File: src/rtl/temp_pkg.sv
// rtl/temp_pkg.sv - shared encodings and limits for the temperature BCD path
package temp_pkg;

  typedef enum logic [1:0] {
    IDLE  = 2'd0,
    CLAMP = 2'd1,
    SHIFT = 2'd2
  } state_t;

  localparam int MAX_MAG   = 99;
  localparam int SHIFT_CNT = 7;
  localparam int DIGIT_W   = 4;
  localparam int BIN_W     = 7;

endpackage

File: src/rtl/bcd_add3.sv
// rtl/bcd_add3.sv - double-dabble digit correction, adds 3 to digits of 5 or more
module bcd_add3
  import temp_pkg::*;
(
  input  logic [DIGIT_W-1:0] digit,
  output logic [DIGIT_W-1:0] corrected
);

  always_comb begin
    corrected = digit;
    if (digit >= DIGIT_W'(5)) corrected = digit + DIGIT_W'(3);
  end

endmodule

File: src/rtl/temp_bcd_encoder.sv
// rtl/temp_bcd_encoder.sv - signed sample to clamped two-digit BCD with sign/overflow/sign-change
module temp_bcd_encoder
  import temp_pkg::*;
#(
  parameter int WIDTH = 8
) (
  input  logic               clk,
  input  logic               rst_n,
  input  logic [WIDTH-1:0]   sample,
  input  logic               sample_valid,
  output logic               sample_ready,
  output logic [DIGIT_W-1:0] bcd_tens,
  output logic [DIGIT_W-1:0] bcd_units,
  output logic               sign,
  output logic               overflow,
  output logic               bcd_valid,
  output logic               sign_change
);

  localparam logic [WIDTH:0] MAG_LIMIT = (WIDTH+1)'(MAX_MAG);

  state_t               state, next_state;
  logic [WIDTH-1:0]     sample_q;
  logic [2:0]           count;
  logic [2*DIGIT_W-1:0] bcd;
  logic [BIN_W-1:0]     bin;
  logic                 sign_pend;
  logic                 ovf_pend;

  logic [WIDTH:0]       sext;
  logic [WIDTH:0]       mag_full;
  logic                 clamp_hit;
  logic [BIN_W-1:0]     mag_clamped;
  logic [DIGIT_W-1:0]   tens_fix;
  logic [DIGIT_W-1:0]   units_fix;
  logic [2*DIGIT_W-1:0] bcd_next;
  logic [BIN_W-1:0]     bin_next;
  logic                 last_shift;

  bcd_add3 u_add3_tens  (.digit(bcd[2*DIGIT_W-1:DIGIT_W]), .corrected(tens_fix));
  bcd_add3 u_add3_units (.digit(bcd[DIGIT_W-1:0]),         .corrected(units_fix));

  // One extra bit so the most negative sample negates without wrapping.
  always_comb begin
    sext        = {sample_q[WIDTH-1], sample_q};
    mag_full    = sample_q[WIDTH-1] ? -sext : sext;
    clamp_hit   = mag_full > MAG_LIMIT;
    mag_clamped = clamp_hit ? MAG_LIMIT[BIN_W-1:0] : mag_full[BIN_W-1:0];
    {bcd_next, bin_next} = {tens_fix, units_fix, bin} << 1;
    last_shift  = (state == SHIFT) && (count == 3'(SHIFT_CNT - 1));
  end

  assign sample_ready = (state == IDLE);

  always_ff @(posedge clk or negedge rst_n) begin
    if (!rst_n) state <= IDLE;
    else        state <= next_state;
  end

  always_comb begin
    next_state = state;
    case (state)
      IDLE:    if (sample_valid) next_state = CLAMP;
      CLAMP:   next_state = SHIFT;
      SHIFT:   if (last_shift) next_state = IDLE;
      default: next_state = IDLE;
    endcase
  end

  always_ff @(posedge clk or negedge rst_n) begin
    if (!rst_n) begin
      sample_q    <= '0;
      count       <= '0;
      bcd         <= '0;
      bin         <= '0;
      sign_pend   <= 1'b0;
      ovf_pend    <= 1'b0;
      bcd_tens    <= '0;
      bcd_units   <= '0;
      sign        <= 1'b0;
      overflow    <= 1'b0;
      bcd_valid   <= 1'b0;
      sign_change <= 1'b0;
    end else begin
      bcd_valid   <= 1'b0;
      sign_change <= 1'b0;
      case (state)
        IDLE: begin
          if (sample_valid) sample_q <= sample;
        end
        CLAMP: begin
          bin       <= mag_clamped;
          bcd       <= '0;
          count     <= '0;
          sign_pend <= sample_q[WIDTH-1];
          ovf_pend  <= clamp_hit;
        end
        SHIFT: begin
          bcd   <= bcd_next;
          bin   <= bin_next;
          count <= count + 3'd1;
          if (last_shift) begin
            bcd_tens    <= bcd_next[2*DIGIT_W-1:DIGIT_W];
            bcd_units   <= bcd_next[DIGIT_W-1:0];
            sign        <= sign_pend;
            overflow    <= ovf_pend;
            bcd_valid   <= 1'b1;
            sign_change <= sign_pend ^ sign;
          end
        end
        default: ;
      endcase
    end
  end

endmodule
File: config.mk
export PLATFORM = sky130hd
export DESIGN_NAME = temp_bcd_encoder
export DESIGN_NICKNAME = d
export VERILOG_FILES = /design/src/rtl/temp_pkg.sv /design/src/rtl/bcd_add3.sv /design/src/rtl/temp_bcd_encoder.sv
export SDC_FILE = /design/constraint.sdc
export NUM_CORES = 1
export LEC_CHECK = 0
export CAP_MARGIN = 20
export CORE_ASPECT_RATIO = 1.5
export CORE_MARGIN = 3
export CORE_UTILIZATION = 26
export DETAILED_ROUTE_END_ITERATION = 12
export SETUP_SLACK_MARGIN = 0.4
export SKIP_CTS_REPAIR_TIMING = 1
export SLEW_MARGIN = 20
export SYNTH_ARGS = -nofsm -noshare
export SYNTH_HDL_FRONTEND = slang
export SYNTH_SLANG_ARGS = --single-unit
File: constraint.sdc
create_clock -name clk -period 3.5 [get_ports clk]
set_clock_uncertainty 0.2 [all_clocks]
set_input_delay 0.525 -clock clk [delete_from_list [all_inputs] [get_ports clk]]
set_output_delay 0.525 -clock clk [all_outputs]
set_load 0.1 [all_outputs]
==> results.toml <==
[finish]
final_cell_mix = "dfrtp_1, nand2_1, clkdlybuf4s50_1"
drive_gt1_frac = 0.0812
instances_no_fill = 339
final_area_sq_mm = 0.00264
n_antenna_cell = 0
final_common_cell = "dfrtp_1"
fin_nets = 255
syn2layout_area_growth_pct = 22.5

[logic_synthesis]
synth_adder_area_share = 0.0639
ys_seq_area_frac = 0.488
ys_ff_latch = 42
netlist_instances = 210
synthTopCellsByArea = "dfrtp_1, mux2_1, ha_1, nand2_1, o21ai_1"
synth-compound-area-share = 0.162
yosys.area.top_type = "dfrtp_1"
synth_top_family_by_area = "compound AO/OA/AOI/OAI gates"
yosys_warnings = 0
syn_area_per_cell_sq_um = 10.3
synth-simple-area-share = 0.120
synth.mux.area_fraction = 0.0918
yosysUniqueCellTypes = 40
synthXorXnorAreaFrac = 0.0244
synth.top_cell.area_share = 0.488
syn_nets = 232
syn_area_sq_mm = 0.00215

[power]
ir_drop_mv = 0.721
power.density_mw_per_mm2 = 798
p_leak_nw = 1.10

[die]
dieHeight_um = 117
die_x_um = 80.3
initial_utilization = 0.267
io_pins = 24
core_sq_mm = 0.00806
dieArea_sq_mm = 0.00943
row_count = 40

[global_routing]
grt_max_degree = 43
antenna_found_initial = 0
grt_usage = 0.0964
overflow = 0
grt_pass1_vias = 1571
grt_pass1_wl_mm = 7.33

[clock_network]
cts.path.max_buffers = 2
clk_latency_ns = 0.28
cts-root-buf = "clkbuf_16"
cts_tree = "yes"
cts_buffers = 5
clock-sinks = 42
ctsHtreeMaxLevel = 2
clk_pin_slew_worst_paths_ns = 0.06

[sta]
fmax_ghz = 0.402
hold_ws_ns = 0.178
fin_crit_sh = 0.711
period_needed_ns = 2.49
finalHoldViolCount = 0
setup-tns-final_ns = 0
final-setup-viol-count = 0
grt_setup_unrepaired = "no"
layout_setup_ws_ns = 1.01
worst_slew_pin_slew_ns = 0.972
slew_headroom = 0.350
finalMaxSlewViolations = 0

[placement]
dp_slack_ns = 1.26
placed_area_sq_mm = 0.00248
io_buffers = 23
hpwl_mm = 2.89
place_congestion = 0.781
dp_cells = 331

[detailed_routing]
vias = 1547
drc = 0
wire_per_inst_um = 12.0
firstDrtPassIters = 4
first_iter_violations = 85
ant_nets = 0
drt_wl_total_mm = 4.08
vias_per_cell = 4.56

[worst_setup_path]
critPathSlowestCell = "clkdlybuf4s50_1"
crit_arrival_ns = 1.76
cp_top_family = "buffers and inverters"
startpoint_type = "flip-flop"
required_ns = 2.77
slowest_delay_ns = 1.14
path_cells = "clkdlybuf4s50_1"
crit_type = "flip-flop to primary output"
crit_path_end_kind = "primary output"
cp_max_fo = 2
worst-path-buf-inv = 1

[run]
maxCapViolCount = 0

[outcome]
outcome = "finished clean"

[hold_path]
hold_path.class = "input port to asynchronous set/reset pin"
==> state kept, by name (all words and copies together) (netlist names), 2 cells and up <==
name and flops:
bcd_units 4, state 2, bcd 8, bin 7, sample_q 8, count 3, bcd_tens 4
==> synth_stat cells <==
library cell  instances
a21bo_2               1
a21boi_0              2
a21oi_1               6
a311o_1               1
a31oi_1               5
a32oi_1               1
and3b_1               1
buf_1                 1
buf_2                 2
buf_6                 1
clkbuf_1              5
dfrtp_1              42
ha_1                 11
inv_1                15
inv_2                 2
mux2_1               13
mux2_2                1
mux2_4                2
mux2i_1               1
nand2_1              23
nand2b_1              5
nand3_1               5
nand3b_1              3
nor2_1               11
nor2b_1               1
nor3_1                3
nor3b_1               1
nor4b_2               1
o2111ai_1             1
o21a_1                4
o21ai_0               2
o21ai_1              17
o21ai_2               1
o221a_1               1
o22ai_1               5
o311ai_1              3
o31a_1                1
o31ai_1               3
xnor2_1               5
xor2_1                1
==> cell type report <==
type / instances / area, sq um
clock buffers: 7 / 133
clock inverters: 1 / 30.0
fillers: 839 / 5420
inverters: 17 / 63.8
multi-input cells: 142 / 995
flip-flops and latches: 42 / 1050
well taps: 105 / 131
repair buffers: 25 / 235
==> power breakdown <==
part / leakage [nW] / switching (mW) / internal (mW)
clock network: 0.0781 / 0.178 / 0.337
registers: 0.543 / 0.149 / 0.614
logic: 0.482 / 0.467 / 0.360
total: 1.10 / 0.794 / 1.31
==> final timing paths <==
kind	start	endpoint	slack, ns	cells after the start
max	bcd_units[2]$_DFFE_PN0P_	bcd_units[2]	1.01	1
min in group clk	bcd_units[3]$_DFFE_PN0P_	bcd_units[3]$_DFFE_PN0P_	0.29	2
min	rst_n	bcd[3]$_DFFE_PN0P_	0.18	1
max reg2reg	sample_q[1]$_DFFE_PN0P_	bin[0]$_DFFE_PN0P_	1.24	7
max in group asynchronous	rst_n	state[0]$_DFFE_PN0P_	2.34	1
min reg2reg	bcd_units[3]$_DFFE_PN0P_	bcd_units[3]$_DFFE_PN0P_	0.29	2
==> metal layers <==
layer	track usage	wire length [um]	up-vias
met5	0	0	-
met3	0.0253	150	7
met4	0.0455	83	0
met1	0.119	1840	729
met2	0.154	2010	28
li1	-	-	783
==> kinds of logic (layout without fill, tap and decap cells) <==
kind of cell               after synthesis  in the layout
AOI/OAI and AO/OA                       54             54
and+or+nand+nor                         54             54
DFF                                     42             42
buffers and inverters                   26             50
muxes                                   17             17
adders and majority gates               11             11
xor gates and xnor gates                 6              6
==> metrics by stage <==
step | utilization | power [mW]
after global routing | 0.327 | 2.28
after global placement | 0.307 | 1.58
after floorplan | - | 1.43
after CTS | 0.327 | 2.13
after detailed placement | 0.307 | 1.60
final | 0.327 | 2.10
Power figures use the tool's default switching activity.
